File: src/rtl/mem_listing_loader.sv
// Byte-stream listing loader: writes {address, data} records into memory and holds the CPU
// until the end record supplies the start PC. Define LOADER_READBACK_EN to verify each write by a read.
module mem_listing_loader #(
    parameter int ADDR_W = 16,
    parameter int DATA_W = 8
) (
    input  logic              clk,
    input  logic              rst,
    input  logic              start,
    input  logic              in_valid,
    input  logic [DATA_W-1:0] in_data,
    output logic              in_ready,
    output logic [ADDR_W-1:0] mem_addr,
    output logic [DATA_W-1:0] mem_wdata,
    output logic              mem_we,
    output logic              mem_re,
    input  logic [DATA_W-1:0] mem_rdata,
    input  logic              mem_ack,
    output logic              cpu_hold,
    output logic              busy,
    output logic              done,
    output logic              err,
    output logic [15:0]       start_pc,
    output logic [15:0]       rec_count
);

    localparam logic [3:0] S_IDLE = 4'd0;
    localparam logic [3:0] S_TAG  = 4'd1;
    localparam logic [3:0] S_AHI  = 4'd2;
    localparam logic [3:0] S_ALO  = 4'd3;
    localparam logic [3:0] S_DAT  = 4'd4;
    localparam logic [3:0] S_WR   = 4'd5;
    localparam logic [3:0] S_PHI  = 4'd6;
    localparam logic [3:0] S_PLO  = 4'd7;
    localparam logic [3:0] S_FIN  = 4'd8;
`ifdef LOADER_READBACK_EN
    localparam logic [3:0] S_RB   = 4'd9;
`endif

    logic [3:0]        state;
    logic [DATA_W-1:0] hi_byte;
    logic              accept;

    // Handshakes: a stream byte transfers on a rising edge with in_valid && in_ready, and the
    // source holds in_data until then. mem_we/mem_re stay high until the edge that sees mem_ack.
    assign in_ready = (state == S_TAG) || (state == S_AHI) || (state == S_ALO) ||
                      (state == S_DAT) || (state == S_PHI) || (state == S_PLO);
    assign accept   = in_valid && in_ready;
    assign busy     = (state != S_IDLE);
    assign done     = (state == S_FIN);

`ifndef LOADER_READBACK_EN
    logic unused_rdata;
    assign unused_rdata = ^mem_rdata;
    assign mem_re       = 1'b0;
`endif

    always_ff @(posedge clk) begin
        if (rst) begin
            state     <= S_IDLE;
            hi_byte   <= '0;
            mem_addr  <= '0;
            mem_wdata <= '0;
            mem_we    <= 1'b0;
`ifdef LOADER_READBACK_EN
            mem_re    <= 1'b0;
`endif
            cpu_hold  <= 1'b1;
            err       <= 1'b0;
            start_pc  <= '0;
            rec_count <= '0;
        end else begin
            case (state)
                S_IDLE: begin
                    if (start) begin
                        state     <= S_TAG;
                        err       <= 1'b0;
                        rec_count <= '0;
                        cpu_hold  <= 1'b1;
                    end
                end
                S_TAG: begin
                    if (accept) begin
                        if (in_data == DATA_W'(1)) begin
                            state <= S_AHI;
                        end else if (in_data == '0) begin
                            state <= S_PHI;
                        end else begin
                            err   <= 1'b1;
                            state <= S_FIN;
                        end
                    end
                end
                S_AHI: begin
                    if (accept) begin
                        hi_byte <= in_data;
                        state   <= S_ALO;
                    end
                end
                S_ALO: begin
                    if (accept) begin
                        mem_addr <= ADDR_W'({hi_byte, in_data});
                        state    <= S_DAT;
                    end
                end
                S_DAT: begin
                    if (accept) begin
                        mem_wdata <= in_data;
                        state     <= S_WR;
                    end
                end
                // The request register rises one cycle after entry; an ack counts only while it is high.
                S_WR: begin
                    if (mem_we && mem_ack) begin
                        mem_we <= 1'b0;
                        if (rec_count != 16'hFFFF) begin
                            rec_count <= rec_count + 16'd1;
                        end
`ifdef LOADER_READBACK_EN
                        state <= S_RB;
`else
                        state <= S_TAG;
`endif
                    end else begin
                        mem_we <= 1'b1;
                    end
                end
`ifdef LOADER_READBACK_EN
                S_RB: begin
                    if (mem_re && mem_ack) begin
                        mem_re <= 1'b0;
                        if (mem_rdata != mem_wdata) begin
                            err <= 1'b1;
                        end
                        state <= S_TAG;
                    end else begin
                        mem_re <= 1'b1;
                    end
                end
`endif
                S_PHI: begin
                    if (accept) begin
                        hi_byte <= in_data;
                        state   <= S_PLO;
                    end
                end
                S_PLO: begin
                    if (accept) begin
                        start_pc <= 16'({hi_byte, in_data});
                        state    <= S_FIN;
                    end
                end
                S_FIN: begin
                    cpu_hold <= 1'b0;
                    state    <= S_IDLE;
                end
                default: state <= S_IDLE;
            endcase
        end
    end

endmodule
File: config.mk
export PLATFORM = sky130hd
export DESIGN_NAME = mem_listing_loader
export DESIGN_NICKNAME = d
export VERILOG_FILES = /design/src/rtl/mem_listing_loader.sv
export SDC_FILE = /design/constraint.sdc
export NUM_CORES = 1
export LEC_CHECK = 0
export BUFFER_PORTS_ARGS = -buffer_cell sky130_fd_sc_hd__buf_2
export CORE_MARGIN = 4
export CORE_UTILIZATION = 50
export CTS_BUF_LIST = sky130_fd_sc_hd__clkbuf_2 sky130_fd_sc_hd__clkbuf_4 sky130_fd_sc_hd__clkbuf_8
export CTS_CLUSTER_SIZE = 10
export DETAILED_ROUTE_END_ITERATION = 10
export GPL_ROUTABILITY_DRIVEN = 0
export PLACE_DENSITY = 0.77
export SYNTH_ARGS = -nofsm -noshare
export SYNTH_HDL_FRONTEND = slang
export SYNTH_SLANG_ARGS = --single-unit
export TNS_END_PERCENT = 50
File: constraint.sdc
create_clock -name clk -period 2.4 [get_ports clk]
set_clock_uncertainty 0.15 [all_clocks]
set_input_delay 0.48 -clock clk [delete_from_list [all_inputs] [get_ports clk]]
set_output_delay 0.48 -clock clk [all_outputs]
set_load 0.05 [all_outputs]
* Word level (Yosys, flattened, before mapping)
Index checks and enable logic that the tools add are counted.
** Word-level totals
- Register bits after elaboration :: 71
- Memories kept :: 0
- Latch bits :: 0
- Bits in read-only memories :: 0
- Bits of input ports :: 21
- Word-level logic and storage cells :: 76
- RAM bits :: 0
- Output and inout bits :: 63
** Operators by class
- $lt $le $gt $ge :: 0
- Equal/unequal tests :: 21
- Reduce and logical (&&, ||, !) cells :: 22
- Multipliers :: 0
- Divide/modulo/power cells :: 0
- Add/subtract/negate cells :: 1
- Bitwise gates (word level) :: 0
- Shift-type cells :: 0
- Mux-type cells :: 23
** Operators by type and width (number)
- 16-bit 2-to-1 mux :: 3
- 4-bit 2-to-1 mux :: 10
- 16-bit case mux with 2 select lines :: 1
- 4-bit case mux with 8 select lines :: 1
- 2-bit inequality test (second input constant) :: 11
- 16-bit by 1-bit adder with 16-bit output (second input constant) :: 1
- 4-bit by 3-bit equality test with 1-bit output (second input constant) :: 4
- 16-bit inequality test (second input constant) :: 1
- 2-bit AND reduction :: 5
- 4-bit by 2-bit equality test with 1-bit output (second input constant) :: 2
- 8-bit by 1-bit equality test with 1-bit output (second input constant) :: 1
- 8-bit zero test :: 1
- 8-bit AND reduction :: 1
- 1-bit 2-to-1 mux :: 6
- 2-bit nonzero test :: 3
- 1-bit logical OR :: 5
- 5-bit AND reduction :: 1
- 4-bit by 1-bit equality test with 1-bit output (second input constant) :: 1
- 4-bit equality test (second input constant) :: 1
- 4-bit zero test :: 1
- 1-bit case mux with 2 select lines :: 2
- 4-bit AND reduction :: 1
- 4-bit nonzero test :: 1
- 1-bit logical AND :: 2
- 2-bit OR reduction :: 1

* Longest topological paths before layout
- Depth after elaboration :: 9
- Depth in mapped cells :: 8
- Mapped depth without buffers :: 6

* Worst setup path before layout
Ideal clock, no wire load.
- Kind :: reg2out
- Start :: register state[3]
- End :: output port done
- Data arrival time :: 2396 ps
- Data required time :: 1770 ps
- Path buffers :: 1
- Path slack :: -626 ps
- Cell stages (with the launch flop) :: 3
- Cell sequence :: dfxtp_1 > clkbuf_1 > nor4b_1
** Between the ends
- Longest elaborated chain between the ends :: 1
** RTL lines
- start: declaration :: line 40 : logic [3:0] state;
- start signal: assignment :: line 60 : state <= S_IDLE;
- start signal: assignment :: line 76 : state <= S_TAG;
- start signal: assignment :: line 85 : state <= S_AHI;
- 4-bit equality test :: line 50 : assign done = (state == S_FIN);
- end: declaration :: line 21 : output logic done,
Every way passes these cells.

* Worst setup path in the final report
Same ends and word-level chain as after synthesis.

==> impl_metrics.yaml <==
run_status:
  status: "complete, no violations"
cts:
  cts_resized: 0
  cts_buffers: 9
  h-tree-depth: 3
  insertion_delay_ns: 0.34
  cts_num_sinks: 71
  cts_hold_buf: 0
  postCtsSetupRepairBufs: 0
  clk_pin_slew_ns: 0.08
  cts-root-buf: "clkbuf_8"
  cts_tree: "built"
  cts.path.max_buffers: 2
worst_setup_path:
  endpoint_kind: "output pin"
  crit_required_ns: 1.77
  worstPathMaxFanout: 8
  reg2reg_depth: 6
  start_kind: "flip-flop"
  r2r_setup_slack_ns: 0.21
  arrival_ns: 1.64
  path_class: "flip-flop to output pin"
  rr_startpoint: "rec_count[0]"
  reg2reg_to: "rec_count[12]"
synth:
  synthTopCellsByArea: "dfxtp_1, mux2i_1, nand2_1, a21oi_1, nor2_1"
  synth-seq-cells: 71
  synth.yosys.seq_area_share_pct: 48.1
  syn_area_sq_um: 2960
  synth_cells: 338
  synth.most_common_cell: "dfxtp_1"
  syn-mean-instance-area_sq_um: 8.74
  yosys_most_used_dff: "dfxtp_1"
  synth_top_cells_by_count: "dfxtp_1, nand2_1, nor2_1"
  synth_nets: 360
  synth_top_area_cell: "dfxtp_1"
  async_reset_ff_share_pct: 0
  synth-edff-count: 0
  yosys.area.top_type_share_pct: 48.1
  yosys_warnings: 0
  ys_types: 47
timing:
  finalHoldViolCount: 0
  relSlewSlack_pct: 63.5
  tightest_slew_ns: 0.545
  final-max-slew-violation-count: 0
  finalSetupTns_ns: 0
  fmax_ghz: 0.441
  period_minus_slack_ns: 2.27
  rsz0062_at_grt: "no"
  finalCritPeriodShare_pct: 94.5
  setup_violations: 0
  hold_slack_ns: 0.276
global_route:
  first_global_vias: 2541
  grt_max_degree: 41
  grtUsageTotal_pct: 20.0
  grt_overflow_total: 0
  grt_pass1_wl_microns: 11800
  antenna_found_initial: 0
pwr:
  fin_total_pwr_uw: 2410
  peakVddDrop_v: 0.000457
  p_per_area_nw_per_um2: 666
  p_leak_uw: 0.00167
floorplanning:
  die_y_microns: 84.9
  chipWidth_microns: 84.9
  start_util_pct: 52.7
  dieArea_sq_um: 7200
  io-pin-count: 84
  rows: 27
  core_area_sq_um: 5610
layout:
  multi_input_area_sq_um: 1430
  n_fill_cell: 493
  drive_gt1_share_pct: 26.6
  final_util_pct: 64.6
  regArea_sq_um: 1420
  antenna_cells: 0
  fin_nets: 435
  syn_to_final_growth_pct: 22.6
min_path:
  holdPathStages: 3
  min_path_type: "input port to flip-flop"
  min-delay-start: "in_data[2]"
  hold_path_end: "hi_byte[2]"
detailed_routing:
  vias: 2610
  routed_wl_microns: 6950
  drc: 0
  wl_per_cell_microns: 14.2
  vias_per_cell: 5.33
  ant_nets: 0
  drtIter0Drc: 86
  dr.pass1.iters: 4
placed_design:
  dp_hpwl_microns: 5000
  io_buffers: 74
job:
  maxCapViolCount: 0
## kinds of logic after synthesis
group	synth area share, %
multiplexers	9.19
other	0.127
AND/OR/NAND/NOR	23.2
XOR/XNOR	2.67
buffers and inverters	3.89
adder cells (fa/ha/maj)	0.423
AO/OA/AOI/OAI	12.4
flip-flops	48.1
## power breakdown
group          internal, uW  switching, uW
logic                  73.2            171
registers              1190           17.7
clock network           511            452
## layer usage
layer | part of all wire [%] | GRT usage, % | wire (microns) | up-vias
li1 | - | - | - | 1317
met1 | 47 | 26.4 | 3240 | 1221
met2 | 47 | 32.3 | 3260 | 66
met3 | 5.5 | 5.53 | 383 | 6
met4 | 1.0 | 5.61 | 72 | 0
met5 | 0 | 0 | 0 | -
## flip-flops by register name, summed over array words and instances, names as in the netlist
register and cells:
mem_addr 16, rec_count 16, start_pc 16, hi_byte 8
mem_wdata 8, state 4, cpu_hold 1, err 1
mem_we 1
## area by class of cell
class	count	share of cell area [%]
clock buffers	10	3.80
clock inverters	6	1.87
inverters	4	0.415
multi-input cells	242	39.3
flip-flops and latches	71	39.2
well taps	72	2.49
repair buffers	85	12.8
## worst max path at each step
stage / from / end / slack, ns
floorplan: state[3] / done / 0.1
global placement: start / rec_count[12] / 0.23
detailed placement: start / rec_count[12] / 0.22
CTS: state[3] / done / 0.13
global route: state[0] / in_ready / 0.04
finish: state[3] / done / 0.13
## worst max-delay path, cell delays in order (launching register included)
cell and delay, ns:
dfxtp_1 0.52, buf_4 0.22, nor4b_2 0.24, buf_2 0.32
## layout by cell type, fill, tap and decap left out, types with 2 or more instances in the layout
cell / n
a211oi_1: 5
xnor2_1: 8
nor4bb_1: 2
dfxtp_1: 71
nor2_1: 40
nand4_1: 5
mux2i_1: 26
nor2b_1: 2
nand3_1: 7
o21ai_0: 7
clkbuf_8: 10
nor3_1: 2
nor3b_1: 2
nor4_4: 2
o211ai_1: 2
inv_1: 3
or3_1: 5
buf_4: 10
clkinvlp_4: 2
buf_2: 74
a21oi_1: 36
or4_1: 3
and4_1: 3
nand2_1: 63
## stage by stage
stage / setup WS, ns / std cells / area (sq um)
global route: 0.0351 / 490 / 3620
global placement: 0.228 / 474 / 3420
detailed placement: 0.217 / 474 / 3420
finish: 0.133 / 490 / 3620
floorplan: 0.0975 / 338 / 2960
CTS: 0.134 / 490 / 3620
(Power assumes the default switching activity.)
